==> src/rtl/nms_pkg.sv <==
// -----------------------------------------------------------------------------
// nms_pkg
// Shared definitions for the 3x3 non-maximum suppression stage.
//   dir_e      : 2-bit quantised gradient direction code
//   DIR_BITS   : width of the direction field
//   MAG_LSB    : bit offset of the magnitude field inside a packed word
//   word_width : packed pixel word width for a given magnitude width
//   dir_lsb    : bit offset of the direction field inside a packed word
// A packed word is {dir[1:0], mag[MAG_WIDTH-1:0]}.
// -----------------------------------------------------------------------------
package nms_pkg;

    typedef enum logic [1:0] {
        DIR_0   = 2'd0,
        DIR_45  = 2'd1,
        DIR_90  = 2'd2,
        DIR_135 = 2'd3
    } dir_e;

    localparam int DIR_BITS = 2;
    localparam int MAG_LSB  = 0;

    function automatic int word_width(input int mag_width);
        return mag_width + DIR_BITS;
    endfunction

    function automatic int dir_lsb(input int mag_width);
        return mag_width;
    endfunction

endpackage

==> src/rtl/nms_window_3x3.sv <==
// -----------------------------------------------------------------------------
// nms_window_3x3
// 3 rows x 3 columns of shift registers holding packed pixel words. One new
// column (row_0 top .. row_2 bottom) is shifted in per shift_en; column 0 is
// the oldest, column 2 the newest.
// Ports:
//   clk, rst            : clock, synchronous active-high reset
//   shift_en            : shift the window by one column
//   row_0/row_1/row_2   : incoming column, packed {dir, mag}
//   mag[r][c]           : unpacked magnitudes of the nine window pixels
//   centre_dir          : direction of the centre pixel w[1][1]
// -----------------------------------------------------------------------------
module nms_window_3x3
    import nms_pkg::*;
#(
    parameter int MAG_WIDTH = 8
) (
    input  logic                              clk,
    input  logic                              rst,
    input  logic                              shift_en,
    input  logic [word_width(MAG_WIDTH)-1:0]  row_0,
    input  logic [word_width(MAG_WIDTH)-1:0]  row_1,
    input  logic [word_width(MAG_WIDTH)-1:0]  row_2,
    output logic [MAG_WIDTH-1:0]              mag [3][3],
    output dir_e                              centre_dir
);

    localparam int WW = word_width(MAG_WIDTH);

    logic [WW-1:0] win [3][3];
    logic [WW-1:0] rows [3];

    assign rows[0] = row_0;
    assign rows[1] = row_1;
    assign rows[2] = row_2;

    // NOTE: the window is only nine words of flops, so it is reset like any
    // other register; a real line memory would be left unreset.
    always_ff @(posedge clk) begin
        if (rst) begin
            for (int r = 0; r < 3; r++) begin
                for (int c = 0; c < 3; c++) begin
                    win[r][c] <= '0;
                end
            end
        end else if (shift_en) begin
            for (int r = 0; r < 3; r++) begin
                win[r][0] <= win[r][1];
                win[r][1] <= win[r][2];
                win[r][2] <= rows[r];
            end
        end
    end

    always_comb begin
        for (int r = 0; r < 3; r++) begin
            for (int c = 0; c < 3; c++) begin
                mag[r][c] = win[r][c][MAG_LSB +: MAG_WIDTH];
            end
        end
    end

    assign centre_dir = dir_e'(win[1][1][dir_lsb(MAG_WIDTH) +: DIR_BITS]);

endmodule

==> src/rtl/nms_suppress_3x3.sv <==
// -----------------------------------------------------------------------------
// nms_suppress_3x3
// Streaming 3x3 non-maximum suppression. Consumes column-aligned rows from a
// 3-row buffer, keeps the centre magnitude only if it is a local maximum along
// its gradient direction, and emits one result per interior pixel.
// Latency: 2 cycles (window register, output register).
// Optional feature: define NMS_LOW_THRESH_EN to add the low_thresh port and
// suppress any pixel whose magnitude is below it.
// Ports:
//   clk, rst               : clock, synchronous active-high reset
//   enable                 : one incoming column is valid this cycle
//   sof                    : with enable, forces this column to (0,0)
//   row_0/row_1/row_2      : rows y-2, y-1, y, packed {dir, mag}
//   low_thresh             : suppression floor (NMS_LOW_THRESH_EN only)
//   out_valid              : single-cycle result strobe
//   out_mag                : kept magnitude or 0
//   out_dir                : centre direction
//   out_eol / out_eof      : last interior pixel of line / of frame
// -----------------------------------------------------------------------------
module nms_suppress_3x3
    import nms_pkg::*;
#(
    parameter int MAG_WIDTH    = 8,
    parameter int LINE_WIDTH   = 1920,
    parameter int FRAME_HEIGHT = 1080
) (
    input  logic                              clk,
    input  logic                              rst,
    input  logic                              enable,
    input  logic                              sof,
    input  logic [word_width(MAG_WIDTH)-1:0]  row_0,
    input  logic [word_width(MAG_WIDTH)-1:0]  row_1,
    input  logic [word_width(MAG_WIDTH)-1:0]  row_2,
`ifdef NMS_LOW_THRESH_EN
    input  logic [MAG_WIDTH-1:0]              low_thresh,
`endif
    output logic                              out_valid,
    output logic [MAG_WIDTH-1:0]              out_mag,
    output logic [1:0]                        out_dir,
    output logic                              out_eol,
    output logic                              out_eof
);

    localparam int XW = $clog2(LINE_WIDTH);
    localparam int YW = $clog2(FRAME_HEIGHT);

    // ---------------- position of the incoming column ----------------
    logic [XW-1:0] x_q, col_x;
    logic [YW-1:0] y_q, col_y;
    logic          last_x, last_y, win_done;

    // sof overrides the running counters so a misaligned stream realigns here.
    assign col_x    = sof ? '0 : x_q;
    assign col_y    = sof ? '0 : y_q;
    assign last_x   = (col_x == XW'(LINE_WIDTH - 1));
    assign last_y   = (col_y == YW'(FRAME_HEIGHT - 1));
    // Columns 0/1 of a line still have stale columns from the previous line
    // in the window, so only x >= 2 completes a window.
    assign win_done = enable && (col_x >= XW'(2)) && (col_y >= YW'(2));

    // NOTE: every sequential block uses non-blocking assignments so all
    // registers see pre-edge values, independent of block ordering.
    always_ff @(posedge clk) begin
        if (rst) begin
            x_q <= '0;
            y_q <= '0;
        end else if (enable) begin
            if (last_x) begin
                x_q <= '0;
                y_q <= last_y ? '0 : col_y + 1'b1;
            end else begin
                x_q <= col_x + 1'b1;
                y_q <= col_y;
            end
        end
    end

    // ---------------- window stage ----------------
    logic [MAG_WIDTH-1:0] mag [3][3];
    dir_e                 centre_dir;
    logic                 win_valid_q, win_eol_q, win_eof_q;

    nms_window_3x3 #(.MAG_WIDTH(MAG_WIDTH)) u_window (
        .clk        (clk),
        .rst        (rst),
        .shift_en   (enable),
        .row_0      (row_0),
        .row_1      (row_1),
        .row_2      (row_2),
        .mag        (mag),
        .centre_dir (centre_dir)
    );

    always_ff @(posedge clk) begin
        if (rst) begin
            win_valid_q <= 1'b0;
            win_eol_q   <= 1'b0;
            win_eof_q   <= 1'b0;
        end else begin
            win_valid_q <= win_done;
            if (win_done) begin
                win_eol_q <= last_x;
                win_eof_q <= last_x && last_y;
            end
        end
    end

    // ---------------- direction select and compare ----------------
    logic [MAG_WIDTH-1:0] mag_a, mag_b, mag_c;
    logic                 thresh_ok, keep;

    assign mag_c = mag[1][1];

    // NOTE: defaults first so every path assigns mag_a/mag_b and no latch
    // is inferred.
    always_comb begin
        mag_a = '0;
        mag_b = '0;
        case (centre_dir)
            DIR_0:   begin mag_a = mag[1][0]; mag_b = mag[1][2]; end
            DIR_45:  begin mag_a = mag[0][2]; mag_b = mag[2][0]; end
            DIR_90:  begin mag_a = mag[0][1]; mag_b = mag[2][1]; end
            DIR_135: begin mag_a = mag[0][0]; mag_b = mag[2][2]; end
            default: begin mag_a = '0;        mag_b = '0;        end
        endcase
    end

`ifdef NMS_LOW_THRESH_EN
    assign thresh_ok = (mag_c >= low_thresh);
`else
    assign thresh_ok = 1'b1;
`endif

    // Strict against the earlier neighbour, non-strict against the later one,
    // so a flat run keeps exactly one pixel.
    assign keep = (mag_c > mag_a) && (mag_c >= mag_b) && thresh_ok;

    // ---------------- output stage ----------------
    always_ff @(posedge clk) begin
        if (rst) begin
            out_valid <= 1'b0;
            out_mag   <= '0;
            out_dir   <= '0;
            out_eol   <= 1'b0;
            out_eof   <= 1'b0;
        end else begin
            out_valid <= win_valid_q;
            if (win_valid_q) begin
                out_mag <= keep ? mag_c : '0;
                out_dir <= centre_dir;
                out_eol <= win_eol_q;
                out_eof <= win_eof_q;
            end
        end
    end

endmodule
==> config.mk <==
export PLATFORM = sky130hd
export DESIGN_NAME = nms_suppress_3x3
export DESIGN_NICKNAME = d
export VERILOG_FILES = /design/src/rtl/nms_pkg.sv /design/src/rtl/nms_window_3x3.sv /design/src/rtl/nms_suppress_3x3.sv
export SDC_FILE = /design/constraint.sdc
export NUM_CORES = 1
export LEC_CHECK = 0
export BUFFER_PORTS_ARGS = -buffer_cell sky130_fd_sc_hd__buf_2
export CORE_ASPECT_RATIO = 1.2
export CORE_MARGIN = 10
export CORE_UTILIZATION = 54
export CTS_CLUSTER_SIZE = 24
export DETAILED_ROUTE_END_ITERATION = 6
export PLACE_DENSITY = 0.73
export SETUP_SLACK_MARGIN = 0.5
export SLEW_MARGIN = 0
export SYNTH_ARGS = -nofsm -noshare
export SYNTH_HDL_FRONTEND = slang
export SYNTH_SLANG_ARGS = --single-unit
export TNS_END_PERCENT = 50
==> constraint.sdc <==
create_clock -name clk -period 6.39 [get_ports clk]
set_input_delay 0.639 -clock clk [delete_from_list [all_inputs] [get_ports clk]]
set_output_delay 0.639 -clock clk [all_outputs]
set_load 0.01 [all_outputs]
# Word-level counts from Yosys, hierarchy flattened
# Memory sizes are Yosys's and may differ from the RTL's.
# Cells that the tools add are included.
totals:
  ff_bits: 38
  mem_bits_rw: 90
  mem_count: 1
mem_list:
  columns: ["name", "words", "word_bits", "read_ports", "rd_clocked_by_memory_dff", "wr", "line_no", "text"]
  rows:
  - ["u_window.win", 3, 30, 3, 0, 3, "nms_window_3x3.sv:30", "logic [WW-1:0] win [3][3];"]
op_classes:
  n_addsub: 2
  n_lt_le_gt_ge: 4
  eq_ne: 5
  n_mux: 22
  bitwise: 9
  n_reduce_logical: 5
ops:
  columns: ["op", "count"]
  rows:
  - ["$mux 10", 9]
  - ["$pmux 8 s4", 2]
  - ["$mux 11", 5]
  - ["$add 11x1->11 const B", 2]
  - ["$eq 11x11->1 const B", 2]
  - ["$ge 11x2->1 const B", 2]
  - ["$or 1x1->1", 9]
  - ["$ge 8x8->1", 1]
  - ["$gt 8x8->1", 1]
  - ["$mux 8", 1]
  - ["$mux 1", 5]
  - ["$eq 2x2->1 const B", 2]
  - ["$logic_and 1x1->1", 4]
  - ["$eq 2x1->1 const B", 1]
  - ["$logic_not 2->1", 1]

# Depth between registers and ports, before layout
# Gate-level depths: netlist of the first run.
# An unclocked memory read counts as a cell.
depth:
  depth_word: 6
  mapped_depth: 12
  depth_no_buf: 9

# Cells and area by module
# A second synthesis of the first run with hierarchy kept.
hier_totals:
  cells_unflattened: 550
  hier_area_um2: 6432.4
by_module_without_submodules:
  columns: ["module", "instances", "cells_per_inst", "area_per_inst_um2", "seq_area_each_um2"]
  rows:
  - ["nms_window_3x3", 1, 243, 3658.5, 2282.2]
  - ["nms_suppress_3x3", 1, 307, 2773.9, 760.7]

# Worst setup path after synthesis of the first run
# OpenSTA, ideal clock, no wires.
synth_timing:
  path_type: "input-to-reg"
  startpoint: "input port rst"
  endpoint: "register y_q[9]"
  setup_ns: 0.122
  t_arrival_ns: 2.855
  required_ns: 6.268
  slack_ns: 3.413
  cell_stages: 6
  path_buffers: 1
  path_cell_list: "clkbuf_1 -> nor2_1 -> inv_1 -> nor2_1 -> a31oi_1 -> o21ai_1"
synth_rtl:
  columns: ["item", "line_no", "text"]
  rows:
  - ["from (decl)", "nms_suppress_3x3.sv:28", "input logic rst,"]
  - ["to (signal assigned)", "nms_suppress_3x3.sv:70", "y_q <= last_y ? '0 : col_y + 1'b1;"]
  - ["to (signal assigned)", "nms_suppress_3x3.sv:73", "y_q <= col_y;"]
  - ["to (decl)", "nms_suppress_3x3.sv:49", "logic [YW-1:0] y_q, col_y;"]

==> results by group, run 1 <==
Power
  • Max IR drop VDD: 0.203 mV
  • Power density cells: between 300 and 400 nW/um^2
  • Leakage power: 0.00252 uW

Cells and area
  • Final instance area: 6360 um^2
  • Nets@finish: 562
  • Share of cells above drive strength 1: roughly 18%
  • Area grow syn2layout: 15.1%
  • ANT cells: 0
  • Number of fill cells: 789

Clock tree
  • Cts repair resizes: 0
  • Total clock sinks: 114
  • CTS tree: built
  • Clock slew seen by the registers of the worst setup and hold paths: 50 ps
  • # hold bufs at CTS: 0
  • Clk buf depth: 2
  • CTS buffer count: 17
  • H-tree depth: 4
  • Root buffer cell: clkbuf_16
  • Worst-Skew Late Latency: 410 ps
  • Postcts setup bufs: 0

Floorplanning
  • Rows: 40
  • Initial Util: between 50 and 60%
  • Die W: 112 um
  • Ports: 47
  • Die area: 14700 um^2
  • Chip Height: 131 um
  • Core area: approximately 10000 um^2

STA
  • Final Skew: 6.79 ps
  • Worst setup margin: 3240 ps
  • Fmax achieved: about 320 MHz
  • Final period util: 49.3%
  • Hold Fails Final Rpt: 0
  • Final hold slack: about 450 ps
  • Final setup viols: 0
  • Slew headroom: between 20% and 30%
  • Slew Viols, Final: 0
  • Total negative slack: 0 ps
  • RSZ-0062 raised after global routing: false
  • Slew @ Worst Pin: 1180 ps
  • Final min period: 3150 ps

Synthesis
  • Synth Register Bits: 114
  • Distinct cells, synth: 51
  • Synth Instances: 469
  • Syn avg cell area: 11.8 um^2
  • Asr flop ratio synth: 0%
  • Post-synthesis instance area: roughly 5500 um^2
  • Top post-synthesis cells by area: edfxtp_1 (41%), dfxtp_1 (14%), and2_1 (8.4%)
  • Area share of the largest cell type after synthesis: 41.3%
  • Library cell with the largest summed area after synthesis: edfxtp_1
  • Post-synth EDFFs: 76
  • Sequential share of the synthesized area: 55.1%
  • Yosys Warn Count: 0
  • Top FF cell, synth: edfxtp_1
  • Post-synth net total: 523

Route
  • First DRT Iteration DRCs: 175
  • Residual DRC: 0
  • Drt first pass iters: 5
  • Final ANT Viol Nets: 0
  • Via density: 5.76
  • Routed wire length: 10.9 mm
  • Routed len/inst: ~17 um
  • DR vias: 3725

GRT
  • Global-route wire length before repair: approximately 18 mm
  • Initial antenna violation count: 0
  • Largest net degree at the start of global routing: 75
  • Vias in the first global route: 3760
  • All-Layer GR Usage: 15.3%
  • GR Overflow Total: 0

Setup path
  • Data arrival, critical path: approximately 3400 ps
  • Worst reg2reg setup slack: 3240 ps
  • FF-to-FF Start: u_window.win[0][49]$_SDFFCE_PN0P_
  • Max FO, Critical Path: 17
  • Worst r2r dst: out_mag[2]$_SDFFE_PP0P_
  • Reg2Reg Depth: 7
  • Endpoint class of the critical path: flip-flop
  • Critical path launch point type: flip-flop
  • Crit path kind: reg -> reg
  • Worst Path Required: 6670 ps

Placed design
  • Hpwl dp: about 6.9 mm
  • Routability Congestion: ~0.86
  • Placed Area: 5760 um^2
  • PortBufs: 42
  • Setup WS pre-CTS: 3050 ps

Hold path
  • Worst hold endpoint: out_mag[6]$_SDFFE_PP0P_
  • Hold path depth: 2
  • Hold Crit Class: reg -> reg
  • Hold_sp: out_mag[6]$_SDFFE_PP0P_

Flow run
  • Max cap viols: 0

Status
  • Status: finished clean
per-stage QoR:
step | cells | total power, uW | util, %
5_1_grt | 647 | 1990 | 63.5
6_report | 647 | 1920 | 63.5
3_3_place_gp | 615 | 980 | 57.5
3_5_place_dp | 615 | 986 | 57.5
4_1_cts | 647 | 1930 | 63.5
2_1_floorplan | 469 | 950 | -
how the worst max path moves through the flow:
stage                                                  from                      end  cells after the start
after floorplan                                         rst      y_q[9]$_SDFFE_PP0P_                      6
after global placement                                  sof      x_q[5]$_SDFFE_PP0P_                     10
after detailed placement                                sof      y_q[8]$_SDFFE_PP0P_                     10
after CTS                 u_window.win[0][49]$_SDFFCE_PN0P_  out_mag[2]$_SDFFE_PP0P_                      7
after global routing      u_window.win[0][49]$_SDFFCE_PN0P_  out_mag[2]$_SDFFE_PP0P_                      7
final                     u_window.win[0][49]$_SDFFCE_PN0P_  out_mag[2]$_SDFFE_PP0P_                      7
power by group:
group / switching (uW) / internal (uW) / leakage, uW / total, uW
sequential: 24.5 / 826 / 0.00114 / 851
clock: 321 / 631 / 0.000290 / 951
combinational: 64.0 / 58.3 / 0.00109 / 122
total: 409 / 1510 / 0.00252 / 1920
worst max-delay path: stages (launching register included):
cell and delay [ps]:
edfxtp_1 1010, mux4_2 620, ha_1 280, nand2b_1 170, a21o_1 190, a211oi_1 240, o31a_1 360, o21ai_0 150
cell usage after synthesis (all sizes together) (4+ instances only):
library cell / n
nor2b: 8
a32oi: 5
ha: 20
mux2i: 7
a21oi: 16
nor3: 5
o31ai: 6
nand2: 31
nor2: 24
and3b: 4
a31oi: 7
mux4: 16
nand3b: 4
clkbuf: 18
nand2b: 4
dfxtp: 38
and2: 74
o21ai: 22
nand3: 9
or4: 4
inv: 26
a21o: 4
and3: 5
buf: 4
nand4: 7
edfxtp: 76
registers in the layout (all words and copies together) (netlist names), 2 cells and up:
name / count
u_window.win: 76
x_q: 11
y_q: 11
out_mag: 8
out_dir: 2
layer usage:
layer / vias to the layer above / share of wire [%] / track usage (%)
li1: 1789 / - / -
met1: 1827 / 44 / 17.8
met2: 97 / 49 / 25.7
met3: 12 / 5.1 / 5.06
met4: 0 / 1.5 / 5.90
met5: - / 0 / 0
layout by cell type (no fill, tap or decap), types with 4 or more instances in the layout:
master     synthesis  layout
a21o_1             4       4
a21oi_1           16      16
a31oi_1            7       7
a32oi_1            5       5
and2_1            74      74
and3_1             4       4
and3b_1            4       4
buf_2              2      42
clkbuf_16          0      17
clkinv_2           0       4
dfxtp_1           38      38
edfxtp_1          76      76
ha_1              20      20
inv_1             26      25
mux2i_1            7       7
mux4_2            16      16
nand2_1           31      31
nand2b_1           4       4
nand3_1            9       9
nand3b_1           4       4
nand4_1            7       7
nor2_1            24      24
nor2b_1            8       7
nor3_1             5       5
o21ai_0           20      20
o31ai_1            6       6
cells by family after synthesis:
| logic type | share of synthesized area, % |
|---|---|
| simple gates | 19.4 |
| flops | 55.1 |
| compound gates | 8.52 |
| buf+inv | 4.46 |
| mux | 7.80 |
| fa+ha+maj | 4.53 |
| xor+xnor | 0.159 |
layout make-up:
type | instances | area [um^2] | share of cell area [%]
Clock inverter | 10 | 134 | 2.11
Sequential cell | 114 | 3040 | 47.9
Tap cell | 126 | 158 | 2.48
Timing Repair Buffer | 43 | 218 | 3.43
Multi-Input combinational cell | 305 | 2240 | 35.2
Clock buffer | 22 | 464 | 7.30
Inverter | 27 | 101 | 1.59
Note: power is estimated with default switching activity, not from simulation.
==> inputs of run 2 (changes only) <==
--- a/config.mk
+++ b/config.mk
@@ -5,6 +5,7 @@
 export SDC_FILE = /design/constraint.sdc
 export NUM_CORES = 1
 export LEC_CHECK = 0
+export ABC_AREA = 1
 export BUFFER_PORTS_ARGS = -buffer_cell sky130_fd_sc_hd__buf_2
 export CORE_ASPECT_RATIO = 1.2
 export CORE_MARGIN = 10
==> constraint.sdc (replaced) <==
create_clock -name clk -period 3.2 [get_ports clk]
set_input_delay 0.32 -clock clk [delete_from_list [all_inputs] [get_ports clk]]
set_output_delay 0.32 -clock clk [all_outputs]
set_load 0.01 [all_outputs]
==> run 2 against run 1 <==
Register-to-register slack lost 2500 ps. Sequential power grew 97%. Die area grew 3.6%. First-iteration DRC count grew 100%. Critical path depth grew 5. Via count grew 22%. Synthesized area grew 4.3%. Utilization grew 1.4 points. Clock skew grew 1.8 ps. Final area grew 6.8%. Combinational power grew 140%. Cell count grew 36%. Largest cell class unchanged.
==> results by group, run 2 <==
STA
  • Final min period: 2450 ps (was 3150 ps)
  • Total negative slack: 0 ps (unchanged)
  • Fmax achieved: 409 MHz (was 318 MHz)
  • Hold Fails Final Rpt: 0 (unchanged)
  • Final Skew: 8.56 ps (was 6.79 ps)
  • Slew headroom: 64.4% (was 21.1%)
  • Slew @ Worst Pin: 533 ps (was 1180 ps)
  • Final setup viols: 0 (unchanged)
  • Final period util: 76.4% (was 49.3%)
  • Slew Viols, Final: 0 (unchanged)
  • RSZ-0062 raised after global routing: false (unchanged)

Synthesis
  • Synth cell count leaders: inv_1 (130), nor2_1 (127), nand2_1 (121) (was edfxtp_1 (76), and2_1 (74), dfxtp_1 (38))
  • Synth Register Bits: 114 (unchanged)
  • Top post-synthesis cells by area: edfxtp_1 (40%), dfxtp_1 (13%), inv_1 (8.5%) (was edfxtp_1 (41%), dfxtp_1 (14%), and2_1 (8.4%))
  • Post-synth EDFFs: 76 (unchanged)
  • Yosys Warn Count: 0 (unchanged)
  • Syn avg cell area: 8.34 um^2 (was 11.8 um^2)
  • Asr flop ratio synth: 0% (unchanged)
  • Count leader, synth: inv_1 (was edfxtp_1)
  • Post-synthesis instance area: 5760 um^2 (was 5520 um^2)
  • Sequential share of the synthesized area: 52.8% (was 55.1%)
  • Top FF cell, synth: edfxtp_1 (unchanged)
  • Synth Instances: 690 (was 469)
  • Post-synth net total: 744 (was 523)
  • Area share of the largest cell type after synthesis: 39.6% (was 41.3%)
  • Library cell with the largest summed area after synthesis: edfxtp_1 (unchanged)
  • Distinct cells, synth: 34 (was 51)

Route
  • Residual DRC: 0 (unchanged)
  • Met2 Routed Length: 5.98 mm (was 5.34 mm)
  • Final ANT Viol Nets: 0 (unchanged)
  • DR vias: 4548 (was 3725)
  • Drt first pass iters: 5 (unchanged)
  • Max layer used: met4 (unchanged)
  • Routed len/inst: 13.8 um (was 16.8 um)
  • Via density: 5.16 (was 5.76)
  • First DRT Iteration DRCs: 351 (was 175)
  • Met1 Wirelength: 5.36 mm (was 4.79 mm)
  • Met3 WL: 531 um (was 555 um)
  • Routed wire length: 12.1 mm (was 10.9 mm)

Cells and area
  • FF+latch area: 3040 um^2 (unchanged)
  • Largest reg by FF count: u_window.win (unchanged)
  • Number of fill cells: 840 (was 789)
  • Largest regs: u_window.win x76, x_q x11, y_q x11 (unchanged)
  • Share of cells above drive strength 1: 14.9% (was 18.4%)
  • Max FFs per register: 76 (unchanged)
  • Nets@finish: 793 (was 562)
  • Area grow syn2layout: 17.9% (was 15.1%)
  • Commonest non-fill, non-tap cells in the layout: inv_1 (127), nor2_1 (125), nand2_1 (118), edfxtp_1 (76), buf_2 (42) (was edfxtp_1 (76), and2_1 (74), buf_2 (42), dfxtp_1 (38), nand2_1 (31))
  • Commonest non-fill, non-tap cell in the layout: inv_1 (was edfxtp_1)
  • Multi-input logic area: 2120 um^2 (was 2240 um^2)
  • ANT cells: 0 (unchanged)
  • Final Util: 64.9% (was 63.5%)

Flow run
  • Max cap viols: 0 (unchanged)

Setup path
  • Worst r2r dst: out_mag[7]$_SDFFE_PP0P_ (was out_mag[2]$_SDFFE_PP0P_)
  • Data arrival, critical path: 2740 ps (was 3430 ps)
  • Slowest cell on the critical path: edfxtp_1 (unchanged)
  • Endpoint class of the critical path: flip-flop (unchanged)
  • CP bufs+invs: 1 (was 0)
  • Worst reg2reg setup slack: 750 ps (was 3240 ps)
  • Top delay family on crit path: simple AND/OR/NAND/NOR gates (was flip-flops)
  • Cell mode on critical path: nand2_1
  • CP cell instances: inv_1, nor2_1, a221oi_1, ha_1, nand2_1, nor2_1, nor2_1, nand2_1, nand2_1, nand2_1, nand4_1, a21oi_1 (was mux4_2, ha_1, nand2b_1, a21o_1, a211oi_1, o31a_1, o21ai_0)
  • Crit path kind: reg -> reg (unchanged)
  • CP peak stage delay: 500 ps (was 1010 ps)
  • Worst Path Required: 3490 ps (was 6670 ps)
  • Max FO, Critical Path: 8 (was 17)
  • Critical path launch point type: flip-flop (unchanged)
  • Reg2Reg Depth: 12 (was 7)
  • FF-to-FF Start: u_window.win[0][48]$_SDFFCE_PN0P_ (was u_window.win[0][49]$_SDFFCE_PN0P_)

Clock tree
  • CTS tree: built (unchanged)
  • CTS buffer count: 17 (unchanged)
  • Root buffer cell: clkbuf_16 (unchanged)
  • Total clock sinks: 114 (unchanged)
  • Worst-Skew Late Latency: 420 ps (was 410 ps)
  • Clock slew seen by the registers of the worst setup and hold paths: 50 ps (about the same)
  • Clk buf depth: 2 (unchanged)
  • H-tree depth: 4 (unchanged)

Power
  • Leakage power: 0.00309 uW (was 0.00252 uW)
  • Total power: 4060 uW (was 1920 uW)
  • Max IR drop VDD: 0.369 mV (was 0.203 mV)
  • Power density cells: 598 nW/um^2 (was 303 nW/um^2)

Placed design
  • Hpwl dp: 8.24 mm (was 6.87 mm)
  • Routability Congestion: 0.875 (was 0.862)
  • PortBufs: 42 (unchanged)

GRT
  • Global-route wire length before repair: 20.4 mm (was 18.1 mm)
  • All-Layer GR Usage: 16.4% (was 15.3%)
  • Vias in the first global route: 4368 (was 3760)
  • Largest net degree at the start of global routing: 77 (was 75)
  • GR Overflow Total: 0 (unchanged)
  • Initial antenna violation count: 0 (unchanged)

Floorplanning
  • Chip Height: 133 um (was 131 um)
  • Ports: 47 (unchanged)
  • Rows: 41 (was 40)
  • Die W: 114 um (was 112 um)
  • Core area: 10500 um^2 (was 10000 um^2)
  • Die area: 15200 um^2 (was 14700 um^2)
  • Initial Util: 55.0% (was 55.1%)

Status
  • Status: finished clean (unchanged)

Hold path
  • Hold Crit Class: in -> reg (was reg -> reg)
  • Hold path depth: 3 (was 2)
  • Worst hold endpoint: u_window.win[0][64]$_SDFFCE_PN0P_ (was out_mag[6]$_SDFFE_PP0P_)
  • Hold_sp: row_2[4] (was out_mag[6]$_SDFFE_PP0P_)
run 2: changes by cell type after synthesis, sizes merged, moves of 8 or more:
cell,previous run,this run
o22ai,1,11
a221oi,0,10
nor2,24,135
mux4,16,0
and2,74,0
o21ai,22,39
nor2b,8,0
nand2,31,130
inv,26,137
nand3,9,24
run 2: cell families (layout without fill, tap and decap cells):
group / after synthesis / in the layout / share of synthesized area (%)
buf+inv: 157 / 219 / 10.7
fa+ha+maj: 20 / 20 / 4.35
flops: 114 / 114 / 52.8
simple gates: 307 / 307 / 22.5
xor+xnor: 4 / 4 / 0.608
compound gates: 88 / 88 / 9.02
run 2: per-layer routing:
layer | track usage [%] | vias to the layer above
li1 | - | 2313
met1 | 20.8 | 2114
met2 | 25.8 | 97
met3 | 4.04 | 24
met4 | 7.46 | 0
met5 | 0 | -
run 2: what timing repair did:
action	in CTS	in global routing
setup endpoints to repair	0	8
gates resized for setup	0	9
hold buffers	0	0
setup buffers	0	1
run 2: how the worst max path moves through the flow:
stage,startpoint,endpoint,slack [ps],cells past startpoint
2_1_floorplan,u_window.win[0][49]$_SDFFCE_PN0P_,out_mag[0]$_SDFFE_PP0P_,1110,15
3_3_place_gp,u_window.win[0][49]$_SDFFCE_PN0P_,out_mag[5]$_SDFFE_PP0P_,630,11
3_5_place_dp,u_window.win[0][49]$_SDFFCE_PN0P_,out_mag[5]$_SDFFE_PP0P_,580,11
4_1_cts,u_window.win[0][49]$_SDFFCE_PN0P_,out_mag[6]$_SDFFE_PP0P_,580,11
5_1_grt,u_window.win[0][49]$_SDFFCE_PN0P_,out_mag[5]$_SDFFE_PP0P_,490,12
6_report,u_window.win[0][48]$_SDFFCE_PN0P_,out_mag[7]$_SDFFE_PP0P_,750,12
run 2: final cells by class:
type	instances	share of cell area, %
clock inverters	10	2.65
multi-input cells	419	31.3
repair buffers	49	4.05
inverters	138	7.83
flip-flops and latches	114	44.8
well taps	129	2.38
clock buffers	22	6.98
run 2: worst reg2reg max path, stage by stage, from the launching register on:
cell,delay [ps]
edfxtp_1,500
inv_1,290
nor2_1,170
a221oi_1,350
ha_1,300
nand2_1,90
nor2_1,50
nor2_1,80
nand2_1,60
nand2_1,60
nand2_1,170
nand4_1,140
a21oi_1,70
run 2: metrics by stage:
stage	cell area (um^2)	hold WS [ps]	worst slack, ps	instances
floorplan	5760	434	1110	690
global placement	6100	447	631	848
detailed placement	6100	456	579	848
CTS	6760	188	582	880
global route	6790	200	491	881
finish	6790	199	754	881
run 2: where the power goes:
group          internal, uW  switching, uW  total [uW]
Sequential             1650           33.6        1680
Combinational          99.2            193         292
Clock                  1440            651        2090
Total                  3180            878        4060
==> inputs of run 3 (changes only) <==
==> constraint.sdc (replaced) <==
create_clock -name clk -period 2.44 [get_ports clk]
set_input_delay 0.244 -clock clk [delete_from_list [all_inputs] [get_ports clk]]
set_output_delay 0.244 -clock clk [all_outputs]
set_load 0.01 [all_outputs]
==> run 3 against run 2 <==
Maximum frequency is 6.8% higher. Wire length increased by 7.0%. Cell count up 1.2%. Sequential power rose by 32%. Clock power rose by 26%. Via count is 4.4% higher. Non-clock buffer count increased by 10. Utilization rose by 2.0 points. Combinational power is 58% higher. Power rose by 31%. Sequential share of layout area down 1.3 points. Critical path depth rose by 2. Critical endpoint is now out_mag[4]$_SDFFE_PP0P_. Largest cell class unchanged. Largest power group unchanged.
==> results by group, run 3 (synthesis gave the netlist of run 2 again) <==
Status
  • Status: finished clean (unchanged)

GRT
  • All-Layer GR Usage: 17.0% (was 16.4%)
  • Initial antenna violation count: 0 (unchanged)
  • Global-route wire length before repair: 21.4 mm (was 20.4 mm)
  • Largest net degree at the start of global routing: 77 (unchanged)
  • Vias in the first global route: 4707 (was 4368)
  • GR Overflow Total: 0 (unchanged)

Route
  • Met3 WL: 700 um (was 531 um)
  • Via density: 5.32 (was 5.16)
  • Routed len/inst: 14.6 um (was 13.8 um)
  • Max layer used: met4 (unchanged)
  • Residual DRC: 0 (unchanged)
  • Routed wire length: 13.0 mm (was 12.1 mm)
  • Drt first pass iters: 7 (was 5)
  • Met1 Wirelength: 5.40 mm (was 5.36 mm)
  • First DRT Iteration DRCs: 381 (was 351)
  • DR vias: 4749 (was 4548)
  • Final ANT Viol Nets: 0 (unchanged)
  • Met2 Routed Length: 6.57 mm (was 5.98 mm)

STA
  • Hold Fails Final Rpt: 0 (unchanged)
  • Fmax achieved: 437 MHz (was 409 MHz)
  • Slew headroom: 66.5% (was 64.4%)
  • Worst setup margin: 150 ps (was 754 ps)
  • RSZ-0062 raised after global routing: true (was false)
  • Slew Viols, Final: 0 (unchanged)
  • Slew @ Worst Pin: 501 ps (was 533 ps)
  • Final period util: 93.9% (was 76.4%)
  • Total negative slack: 0 ps (unchanged)
  • Final min period: 2290 ps (was 2450 ps)
  • Final Skew: 7.34 ps (was 8.56 ps)
  • Final setup viols: 0 (unchanged)

Cells and area
  • Largest reg by FF count: u_window.win (unchanged)
  • Nets@finish: 804 (was 793)
  • Largest regs: u_window.win x76, x_q x11, y_q x11 (unchanged)
  • FF+latch area: 3040 um^2 (unchanged)
  • Share of cells above drive strength 1: 18.7% (was 14.9%)
  • Final instance area: 7000 um^2 (was 6790 um^2)
  • Max FFs per register: 76 (unchanged)
  • Commonest non-fill, non-tap cell in the layout: inv_1 (unchanged)
  • Commonest non-fill, non-tap cells in the layout: inv_1 (123), nor2_1 (121), nand2_1 (113), edfxtp_1 (76), buf_2 (42) (was inv_1 (127), nor2_1 (125), nand2_1 (118), edfxtp_1 (76), buf_2 (42))
  • Area grow syn2layout: 21.6% (was 17.9%)
  • Multi-input logic area: 2220 um^2 (was 2120 um^2)
  • ANT cells: 0 (unchanged)
  • Number of fill cells: 831 (was 840)

Setup path
  • Worst reg2reg setup slack: 150 ps (was 750 ps)
  • Critical path launch point type: flip-flop (unchanged)
  • Reg2Reg Depth: 14 (was 12)
  • Endpoint class of the critical path: flip-flop (unchanged)
  • Data arrival, critical path: 2580 ps (was 2740 ps)
  • Max FO, Critical Path: 8 (unchanged)
  • Worst Path Required: 2730 ps (was 3490 ps)
  • Crit path kind: reg -> reg (unchanged)

Floorplanning
  • Initial Util: 55.0% (unchanged)
  • Die W: 114 um (unchanged)
  • Chip Height: 133 um (unchanged)
  • Die area: 15200 um^2 (unchanged)
  • Ports: 47 (unchanged)
  • Core area: 10500 um^2 (unchanged)
  • Rows: 41 (unchanged)

Clock tree
  • CTS buffer count: 17 (unchanged)
  • CTS tree: built (unchanged)
  • Clock slew seen by the registers of the worst setup and hold paths: 50 ps (about the same)
  • Worst-Skew Late Latency: 420 ps (about the same)
  • Total clock sinks: 114 (unchanged)
  • H-tree depth: 4 (unchanged)
  • # hold bufs at CTS: 0 (unchanged)
  • Clk buf depth: 2 (unchanged)
  • Root buffer cell: clkbuf_16 (unchanged)

Hold path
  • Hold path depth: 3 (unchanged)
  • Hold Crit Class: in -> reg (unchanged)

Power
  • Power density cells: 758 nW/um^2 (was 598 nW/um^2)
  • Max IR drop VDD: 0.505 mV (was 0.369 mV)
  • Leakage power: 0.00316 uW (was 0.00309 uW)

Placed design
  • Hpwl dp: 8.49 mm (was 8.24 mm)
  • PortBufs: 42 (unchanged)
  • Setup WS pre-CTS: -37.4 ps (was 579 ps)
  • Routability Congestion: 0.876 (was 0.875)
  • Placed Area: 6150 um^2 (was 6100 um^2)

Flow run
  • Max cap viols: 0 (unchanged)
## run 3: cell count changes in the layout (fill, tap and decap cells not counted), sizes merged
cell	previous run	this run
buf	49	59
clkbuf	22	20
clkinv	5	8
clkinvlp	2	1
inv	136	137
## run 3: area by class of cell
type	instances	share of cell area, %
timing repair inverter	1	0.0894
timing repair buffer	59	5.81
inverter	138	7.65
sequential	114	43.5
multi-input combinational	419	31.7
tap	129	2.31
clock buffer	20	6.24
clock inverter	12	2.68
## run 3: metrics by stage
stage / total power (uW) / util (%) / cells / hold slack (ps)
3_5_place_dp: 2630 / 58.8 / 851 / 456
5_1_grt: 5480 / 66.9 / 892 / 133
6_report: 5310 / 66.9 / 892 / 123
3_3_place_gp: 2610 / 58.8 / 851 / 447
4_1_cts: 5290 / 65.6 / 886 / 120
2_1_floorplan: 2490 / - / 690 / 430
## run 3: power by group
group          switching [uW]  internal (uW)
combinational             293            168
clock                     845           1790
sequential               49.7           2160
total                    1190           4120
## run 3: worst max-delay path, cell delays in order, from the launching register on
cell,delay (ps)
edfxtp_1,410
buf_6,150
buf_12,120
nor2_4,130
buf_6,150
a221oi_2,40
o21ai_1,120
o21ai_1,100
ha_1,290
nand2_2,70
nor2_2,150
nand4_1,120
buf_6,150
nand4_1,100
a21oi_1,70
## run 3: per-layer routing
metal	up-vias	global-route usage [%]
met5	-	0
met2	141	28.8
met3	35	4.67
li1	2342	-
met4	0	6.69
met1	2231	19.9
## run 3: repair_timing
action	in CTS	in global routing
buffers inserted	3	5
gates cloned	0	1
endpoints found under the setup margin	8	26
resized for setup	27	32
pin swaps	5	11
## run 3: worst paths after layout
check | startpoint | endpoint
setup / recovery | u_window.win[0][48]$_SDFFCE_PN0P_ | out_mag[4]$_SDFFE_PP0P_
hold / removal | row_2[3] | u_window.win[0][63]$_SDFFCE_PN0P_
setup reg to reg | u_window.win[0][48]$_SDFFCE_PN0P_ | out_mag[4]$_SDFFE_PP0P_
hold reg to reg | out_mag[7]$_SDFFE_PP0P_ | out_mag[7]$_SDFFE_PP0P_
